### src/rtl/kanagawa_hal_ram_pkg.sv
// Shared types and helpers for the multi-read HAL RAM.
package kanagawa_hal_ram_pkg;

  typedef enum logic [1:0] {
    ST_INIT  = 2'd0,
    ST_CLEAR = 2'd1,
    ST_READY = 2'd2
  } ram_state_e;

  localparam int MAX_READ_LATENCY = 4;
  localparam int MAX_DATA_WIDTH   = 256;
  localparam int MAX_IDX_W        = 8;

  // Callers zero-extend to MAX_DATA_WIDTH and truncate the result back.
  function automatic logic [MAX_DATA_WIDTH-1:0] byte_merge(
    input logic [MAX_DATA_WIDTH-1:0] old_word,
    input logic [MAX_DATA_WIDTH-1:0] new_word,
    input logic [MAX_DATA_WIDTH-1:0] be,
    input int                        byte_width
  );
    logic [MAX_DATA_WIDTH-1:0] merged;
    for (int i = 0; i < MAX_DATA_WIDTH; i++) begin
      merged[MAX_IDX_W'(i)] = be[MAX_IDX_W'(i / byte_width)] ? new_word[MAX_IDX_W'(i)]
                                                              : old_word[MAX_IDX_W'(i)];
    end
    return merged;
  endfunction

endpackage

### src/rtl/kanagawa_hal_ram_read_pipe.sv
// Per-port read pipeline: captures the sampled word, then delays it to the
// configured latency. Data holds while no request is in flight.
module kanagawa_hal_ram_read_pipe #(
  parameter int DATA_WIDTH   = 32,
  parameter int READ_LATENCY = 1
) (
  input  logic                  clk,
  input  logic                  rst_n,
  input  logic                  s1_valid_in,
  input  logic [DATA_WIDTH-1:0] s1_data_in,
  output logic                  rd_valid_out,
  output logic [DATA_WIDTH-1:0] rd_data_out
);

  logic [READ_LATENCY-1:0]                 valid_q, valid_d;
  logic [READ_LATENCY-1:0][DATA_WIDTH-1:0] data_q, data_d;

  always_comb begin
    valid_d    = '0;
    data_d     = data_q;
    valid_d[0] = s1_valid_in;
    if (s1_valid_in) data_d[0] = s1_data_in;
    for (int i = 1; i < READ_LATENCY; i++) begin
      valid_d[i] = valid_q[i-1];
      if (valid_q[i-1]) data_d[i] = data_q[i-1];
    end
  end

  always_ff @(posedge clk or negedge rst_n) begin
    if (!rst_n) begin
      valid_q <= '0;
      data_q  <= '0;
    end else begin
      valid_q <= valid_d;
      data_q  <= data_d;
    end
  end

  assign rd_valid_out = valid_q[READ_LATENCY-1];
  assign rd_data_out  = data_q[READ_LATENCY-1];

endmodule

### src/rtl/kanagawa_hal_multi_read_ram.sv
// HAL RAM: one byte-masked write port, NUM_RD_PORTS pipelined read ports,
// optional post-reset clear. KANAGAWA_HAL_RAM_WRITE_BYPASS_EN forwards same-cycle writes to reads.
module kanagawa_hal_multi_read_ram
  import kanagawa_hal_ram_pkg::*;
#(
  parameter int                    DATA_WIDTH        = 32,
  parameter int                    BYTE_WIDTH        = 8,
  parameter int                    ADDR_WIDTH        = 6,
  parameter int                    DEPTH             = 2**ADDR_WIDTH,
  parameter int                    NUM_RD_PORTS      = 2,
  parameter int                    READ_LATENCY      = 1,
  parameter int                    CLEAR_ON_RESET    = 1,
  parameter logic [DATA_WIDTH-1:0] CLEAR_VALUE       = '0,
  parameter string                 INITIAL_DATA_FILE = "UNUSED"
) (
  input  logic                                     clk,
  input  logic                                     rst_n,
  input  logic                                     wr_en_in,
  input  logic [ADDR_WIDTH-1:0]                    wr_addr_in,
  input  logic [DATA_WIDTH/BYTE_WIDTH-1:0]         wr_be_in,
  input  logic [DATA_WIDTH-1:0]                    wr_data_in,
  input  logic [NUM_RD_PORTS-1:0]                  rd_en_in,
  input  logic [NUM_RD_PORTS-1:0][ADDR_WIDTH-1:0]  rd_addr_in,
  output logic [NUM_RD_PORTS-1:0][DATA_WIDTH-1:0]  rd_data_out,
  output logic [NUM_RD_PORTS-1:0]                  rd_valid_out,
  output logic                                     ready_out
);

  localparam logic [ADDR_WIDTH:0]   DEPTH_LIM = (ADDR_WIDTH+1)'(DEPTH);
  localparam logic [ADDR_WIDTH-1:0] LAST_ADDR = ADDR_WIDTH'(DEPTH - 1);

  if (CLEAR_ON_RESET != 0 && INITIAL_DATA_FILE != "UNUSED") begin : g_chk_init
    $error("CLEAR_ON_RESET would overwrite INITIAL_DATA_FILE");
  end
  if (DATA_WIDTH % BYTE_WIDTH != 0) begin : g_chk_bw
    $error("DATA_WIDTH must be a multiple of BYTE_WIDTH");
  end
  if (READ_LATENCY < 1 || READ_LATENCY > MAX_READ_LATENCY) begin : g_chk_lat
    $error("READ_LATENCY must be 1..4");
  end
  if (DATA_WIDTH > MAX_DATA_WIDTH) begin : g_chk_dw
    $error("DATA_WIDTH exceeds byte_merge capacity");
  end

  // Sized to the full address space so indexing never truncates; only DEPTH words are used.
  logic [DATA_WIDTH-1:0] mem [2**ADDR_WIDTH];

  ram_state_e            state_q, state_d;
  logic [ADDR_WIDTH-1:0] clr_addr_q, clr_addr_d;
  logic                  ready;
  logic                  wr_fire;
  logic [DATA_WIDTH-1:0] wr_merged;
  logic                  mem_we;
  logic [ADDR_WIDTH-1:0] mem_waddr;
  logic [DATA_WIDTH-1:0] mem_wdata;

  assign ready     = (state_q == ST_READY);
  assign ready_out = ready;

  always_comb begin
    state_d    = state_q;
    clr_addr_d = clr_addr_q;
    case (state_q)
      ST_INIT: begin
        clr_addr_d = '0;
        state_d    = (CLEAR_ON_RESET != 0) ? ST_CLEAR : ST_READY;
      end
      ST_CLEAR: begin
        clr_addr_d = clr_addr_q + ADDR_WIDTH'(1);
        if (clr_addr_q == LAST_ADDR) state_d = ST_READY;
      end
      default: state_d = state_q;
    endcase
  end

  always_ff @(posedge clk or negedge rst_n) begin
    if (!rst_n) begin
      state_q    <= ST_INIT;
      clr_addr_q <= '0;
    end else begin
      state_q    <= state_d;
      clr_addr_q <= clr_addr_d;
    end
  end

  assign wr_fire   = ready && wr_en_in && ({1'b0, wr_addr_in} < DEPTH_LIM);
  assign wr_merged = DATA_WIDTH'(byte_merge(MAX_DATA_WIDTH'(mem[wr_addr_in]),
                                            MAX_DATA_WIDTH'(wr_data_in),
                                            MAX_DATA_WIDTH'(wr_be_in), BYTE_WIDTH));

  always_comb begin
    mem_we    = 1'b0;
    mem_waddr = wr_addr_in;
    mem_wdata = wr_merged;
    if (state_q == ST_CLEAR) begin
      mem_we    = 1'b1;
      mem_waddr = clr_addr_q;
      mem_wdata = CLEAR_VALUE;
    end else if (wr_fire) begin
      mem_we = 1'b1;
    end
  end

  always_ff @(posedge clk) begin
    if (mem_we) mem[mem_waddr] <= mem_wdata;
  end

  for (genvar p = 0; p < NUM_RD_PORTS; p++) begin : g_rd
    logic                  s1_valid;
    logic [DATA_WIDTH-1:0] s1_word;

    always_comb begin
      s1_valid = ready && rd_en_in[p];
      s1_word  = '0;
      if ({1'b0, rd_addr_in[p]} < DEPTH_LIM) begin
        s1_word = mem[rd_addr_in[p]];
`ifdef KANAGAWA_HAL_RAM_WRITE_BYPASS_EN
        if (wr_fire && (wr_addr_in == rd_addr_in[p])) s1_word = wr_merged;
`endif
      end
    end

    kanagawa_hal_ram_read_pipe #(
      .DATA_WIDTH   (DATA_WIDTH),
      .READ_LATENCY (READ_LATENCY)
    ) u_pipe (
      .clk          (clk),
      .rst_n        (rst_n),
      .s1_valid_in  (s1_valid),
      .s1_data_in   (s1_word),
      .rd_valid_out (rd_valid_out[p]),
      .rd_data_out  (rd_data_out[p])
    );
  end

endmodule
### config.mk
export PLATFORM = sky130hd
export DESIGN_NAME = kanagawa_hal_multi_read_ram
export DESIGN_NICKNAME = d
export VERILOG_FILES = /design/src/rtl/kanagawa_hal_ram_pkg.sv /design/src/rtl/kanagawa_hal_ram_read_pipe.sv /design/src/rtl/kanagawa_hal_multi_read_ram.sv
export SDC_FILE = /design/constraint.sdc
export NUM_CORES = 2
export LEC_CHECK = 0
export CORE_MARGIN = 2
export CORE_UTILIZATION = 31
export CTS_CLUSTER_DIAMETER = 40
export CTS_CLUSTER_SIZE = 10
export DETAILED_ROUTE_END_ITERATION = 8
export PLACE_DENSITY = 0.5
export SLEW_MARGIN = 5
export SYNTH_ARGS = -nofsm -noshare
export SYNTH_HDL_FRONTEND = slang
export SYNTH_SLANG_ARGS = --single-unit
export TNS_END_PERCENT = 1
### constraint.sdc
create_clock -name clk -period 4.93 [get_ports clk]
set_clock_uncertainty 0.1 [all_clocks]
set_input_delay 1.2325 -clock clk [delete_from_list [all_inputs] [get_ports clk]]
set_output_delay 1.2325 -clock clk [all_outputs]
set_load 0.1 [all_outputs]
# [Word level (Yosys, flattened, before mapping)]
# Memories as Yosys holds them, arrays and structs flattened. A register that Yosys moved wholly into a read port is not among the register bits.
# Index checks and enable logic that the tools add are counted.
[word_totals] n_memories=1 mem_bits_rw=2048 out_inout_bits=67 wordCells=59 inputBits=59 register_bits=10
[memory_table] name="mem" words=64 width=32 read_ports=3 rd_clocked_by_memory_dff=2 write_ports=1 line="kanagawa_hal_multi_read_ram.sv:46" source="logic [DATA_WIDTH-1:0] mem [2**ADDR_WIDTH];"
[classes] eq_ne=4 n_reduce_logical=8 addsub=1 mux=41
[ops] cell="2-to-1 mux 1 bit" count=36
[ops] cell="2-to-1 mux 32 bit" count=1
[ops] cell="one-hot mux 6 bit (2 select lines)" count=1
[ops] cell="adder 6 x 1 -> 6 bit, second input constant" count=1
[ops] cell="== test 6 bit, second input constant" count=1
[ops] cell="2-to-1 mux 6 bit" count=1
[ops] cell="one-hot mux 2 bit (2 select lines)" count=1
[ops] cell="logical AND 1 bit" count=3
[ops] cell="== test 2 x 1 -> 1 bit, second input constant" count=1
[ops] cell="== test 2 bit, second input constant" count=1
[ops] cell="zero test 1 bit" count=2
[ops] cell="zero test 2 bit" count=1
[ops] cell="2-to-1 mux 2 bit" count=1
[ops] cell="!= test 2 bit, second input constant" count=1
[ops] cell="AND reduction 2 bit" count=1
[ops] cell="nonzero test 2 bit" count=1

# [Longest topological paths before layout]
[depth] ltp_word=6 ltp_mapped=12 mapped_depth_nobuf=6

# [Hierarchy]
# A second synthesis with hierarchy kept.
[unflattened] hier_cells=5733 area_unflattened_um2=114237.1
[modules_own_cells] module="kanagawa_hal_multi_read_ram" cells_per_inst=5595 seq_area_each_um2=61699.2 instances=1 area_each_um2=111496.9
[modules_own_cells] module="kanagawa_hal_ram_read_pipe" cells_per_inst=69 seq_area_each_um2=825.8 instances=2 area_each_um2=1370.1

# [Worst setup path after synthesis]
# Ideal clock, no wire load.
[synth_timing] kind="input port to flip-flop" start="input port wr_addr_in[0]" end="memory mem[0][17] (data pin)" n_path_buf=4 path_slack_ps=-413 stages=9 t_arrival_ps=4655 setup_ps=588 required_time_ps=4242 cell_sequence="buf_4 > buf_6 > buf_6 > buf_4 > mux2i_1 > o221ai_1 > a21oi_1 > or3_1 > a31oi_1"
[synth_via] elab_chain_len=3
[synth_lines] item="start: declaration" line="kanagawa_hal_multi_read_ram.sv:19" source="input logic [ADDR_WIDTH-1:0] wr_addr_in,"
[synth_lines] item="memory (64 x 32 bit)"
[synth_lines] item="2-to-1 mux 1 bit" line="kanagawa_hal_ram_pkg.sv:23" source="merged[MAX_IDX_W'(i)] = be[MAX_IDX_W'(i / byte_width)] ? new_word[MAX_IDX_W'(i)]"
[synth_lines] item="2-to-1 mux 32 bit" line="kanagawa_hal_multi_read_ram.sv:95" source="if (state_q == ST_CLEAR) begin"
[synth_lines] item="net mem_wdata[17]" line="kanagawa_hal_multi_read_ram.sv:55" source="logic [DATA_WIDTH-1:0] mem_wdata;"
[synth_lines] item="end: declaration" line="kanagawa_hal_multi_read_ram.sv:46"
# The timed path passes the listed nets, and every way through them passes these cells.

# [Worst setup path after layout]
[layout_timing] start="register g_rd[1].u_pipe.data_q (netlist bit g_rd[1].u_pipe.rd_data_out[21]) (read register of mem)" end="output port rd_data_out[53] (netlist bit)"
[layout_lines] item="start: declaration" line="kanagawa_hal_ram_read_pipe.sv:16" source="logic [READ_LATENCY-1:0][DATA_WIDTH-1:0] data_q, data_d;"
[layout_lines] item="end: declaration" line="kanagawa_hal_multi_read_ram.sv:24" source="output logic [NUM_RD_PORTS-1:0][DATA_WIDTH-1:0] rd_data_out,"
# No word-level cell between the ends.

==> results.sh <==
export IMPL_status="finished clean"
export IMPL_critPathTopFamily="buffers and inverters"
export IMPL_htree_levels=5
export IMPL_path_cells="clkdlybuf4s50_1"
export IMPL_cts_root_buffer="clkbuf_16"
export IMPL_io_pins=126
export IMPL_num_vias=76370
export IMPL_synth_area_um2=114300
export IMPL_end_kind="output port"
export IMPL_cts_hold_buffers=0
export IMPL_cts_tree="built"
export IMPL_synthCells=6273
export IMPL_drt_iter0_markers=11150
export IMPL_start_util_pct=31.19
export IMPL_n_fill_cell=33070
export IMPL_clk_pin_slew_ns=0.05
export IMPL_drt_total_wl_mm=520.6
export IMPL_core_area_um2=366400
export IMPL_numCtsBuffers=369
export IMPL_synthToLayoutAreaGrowth_pct=21.99
export IMPL_slew_viol_final=0
export IMPL_gp_congestion=0.8859
export IMPL_synth_enable_flop_cells=2048
export IMPL_max_freq_mhz=227.5
export IMPL_synth_commonest_cells="edfxtp_1 (2,048), mux4_2 (1,464), mux2i_1 (794)"
export IMPL_cts_buffer_depth=4
export IMPL_critPathRequiredTime_ns=3.60
export IMPL_ys_types=51
export IMPL_hold_path_class="in2async"
export IMPL_synthDominantCellAreaShare_pct=53.82
export IMPL_power_per_cell_area_nw_per_um2=345.8
export IMPL_timing_rr_start="state_q[1]"
export IMPL_detail_route_antenna_nets=0
export IMPL_leakage_nw=40.74
export IMPL_arrival_ns=3.06
export IMPL_cts_resized=0
export IMPL_slew_headroom_pct=16.30
export IMPL_place_hpwl_mm=314.2
export IMPL_route_detailed_drc=0
export IMPL_min_period_over_period_pct=89.18
export IMPL_syn_num_nets=6333
export IMPL_dieArea_um2=373500
export IMPL_fin_crit_ns=4.397
export IMPL_cap_viol_max_count=0
export IMPL_final_cells=11870
export IMPL_place_area_um2=127100
export IMPL_synth_seq_cells=2122
export IMPL_critPathBufInv=1
export IMPL_drive_above_1_share_pct=39.24
export IMPL_rr_worst_depth=6
export IMPL_nNetsFinal=6792
export IMPL_slowest_stage="clkdlybuf4s50_1"
export IMPL_antenna_found_initial=28
export IMPL_rrSetupSlack_ns=1.18
export IMPL_synth_top_area_cell="edfxtp_1"
export IMPL_fin_ws_ns=0.5335
export IMPL_synth_avg_cell_area_um2=18.22
export IMPL_max_stage_delay_ns=1.32
export IMPL_cp_depth=1
export IMPL_post_cts_buffers=0
export IMPL_yosysSeqAreaShare_pct=55.44
export IMPL_async_flop_share_pct=3.487
export IMPL_placed_cells=11180
export IMPL_portBuffers=125
export IMPL_final_area_um2=139400
export IMPL_grt_use_total_pct=27.48
export IMPL_crit_fanout=2
export IMPL_synth_flop_cell="edfxtp_1"
export IMPL_finalSetupViolations=0
export IMPL_synth_most_common_cell="edfxtp_1"
export IMPL_overflow=0
export IMPL_detailedPlace_worstSlack_ns=0.2904
export IMPL_drt_pass1_iterations=5
export IMPL_yosys_warnings=0
export IMPL_grt_max_degree=65
export IMPL_critPathKind="reg2out"
export IMPL_die_width_um=611.1
export IMPL_clock_latency_ns=0.95
export IMPL_grt_pass1_vias=75790
export IMPL_r2r_end="mem[40][31]"
export IMPL_worstMarginPinSlew_ns=1.242
export IMPL_die_y_um=611.1
export IMPL_hold_viol=0
export IMPL_ys_top_cells_by_area="edfxtp_1 (54%), mux4_2 (29%), mux2i_1 (7.0%), dfrtp_1 (1.6%), a22oi_1 (1.2%)"
export IMPL_viasPerCell=6.434
export IMPL_row_count=222
export IMPL_total_power_mw=48.21
export IMPL_cp_start_kind="flop"
export IMPL_grt_pass1_wl_mm=690.7
export IMPL_max_vdd_ir_drop_mv=0.2847
export IMPL_cts_sinks=2122
export IMPL_final_util_pct=38.05
export IMPL_route_detailed_wl_per_inst_um=43.85
export IMPL_critPathLaunch="g_rd[1].u_pipe.rd_data_out[21]"
export IMPL_rsz0062_at_grt="false"
[worst max-delay path by stage]
stage / end
finish: rd_data_out[53]
global route: rd_data_out[0]
CTS: rd_data_out[24]
detailed placement: mem[42][6]
global placement: mem[63][25]
floorplan: mem[0][31]
[layer usage]
metal  share of wire (%)  vias to the layer above  track usage [%]
met4                 6.6                        4            15.49
met3                  11                     1177            7.098
met2                  45                     5253            41.51
met5              0.0052                        -                0
li1                    -                    28380                -
met1                  38                    41560            35.99
[per-stage QoR]
step / setup TNS [ns] / hold slack (ns)
6_report: 0 / 0.3126
5_1_grt: 0 / 0.3079
4_1_cts: 0 / 0.3245
3_5_place_dp: 0 / 0.3845
3_3_place_gp: 0 / 0.3811
2_1_floorplan: -481.01 / 0.3931
[layout make-up]
| class | instances | area (um2) | share of cell area (%) |
|---|---|---|---|
| antenna | 21 | 52.55 | 0.03770 |
| clock buffer | 422 | 9474 | 6.796 |
| clock inverter | 250 | 2815 | 2.020 |
| inverter | 10 | 50.05 | 0.03590 |
| multi-input combinational | 3564 | 49210 | 35.30 |
| sequential | 2122 | 63350 | 45.45 |
| tap | 4816 | 6026 | 4.323 |
| timing repair buffer | 665 | 8417 | 6.038 |
[cells in the final DEF, fill, tap and decap left out, types with 8 or more instances in the layout]
cell / count
nand4_1: 64
clkinvlp_4: 46
edfxtp_1: 2048
clkinv_1: 35
clkbuf_16: 370
o21ai_0: 44
diode_2: 21
a31oi_4: 15
nor2_4: 67
dfrtp_1: 74
nor2_1: 33
inv_6: 28
clkinv_4: 33
bufinv_16: 39
o311a_1: 9
buf_4: 311
o21ai_1: 11
clkbuf_1: 50
a21oi_1: 153
nor3_1: 23
buf_12: 249
o221ai_1: 75
a21oi_4: 17
nand2_1: 313
nor2b_4: 8
a22oi_1: 189
a211oi_1: 9
mux2i_1: 794
clkinv_2: 54
buf_8: 8
o22ai_1: 30
inv_1: 8
clkdlybuf4s50_1: 94
mux4_2: 1464
nand3_1: 156
[where the power goes]
part	internal, mW	total [mW]	switching (mW)	leakage, nW
Combinational	1.22	3.18	1.96	18.5
Clock	16.0	25.5	9.56	5.87
Sequential	19.5	19.5	0	16.3
Total	36.7	48.2	11.5	40.7
[cell families (layout without fill, tap and decap cells)]
logic type               Yosys count  after routing  synth area share [%]
multiplexers                    2264           2264                 35.87
other                              0             21                     0
flip-flops                      2122           2122                 55.44
adder cells (fa/ha/maj)            1              1               0.01095
AND/OR/NAND/NOR                  708            708                 2.777
buffers and inverters            587           1347                 2.406
AO/OA/AOI/OAI                    591            591                 3.497
[registers in the layout, indices dropped and copies added (netlist names)]
| register | count |
|---|---|
| g_rd.u_pipe.rd_valid_out | 2 |
| clr_addr_q | 6 |
| g_rd.u_pipe.rd_data_out | 64 |
| mem | 2048 |
| state_q | 2 |
Power figures use the tool's default switching activity.
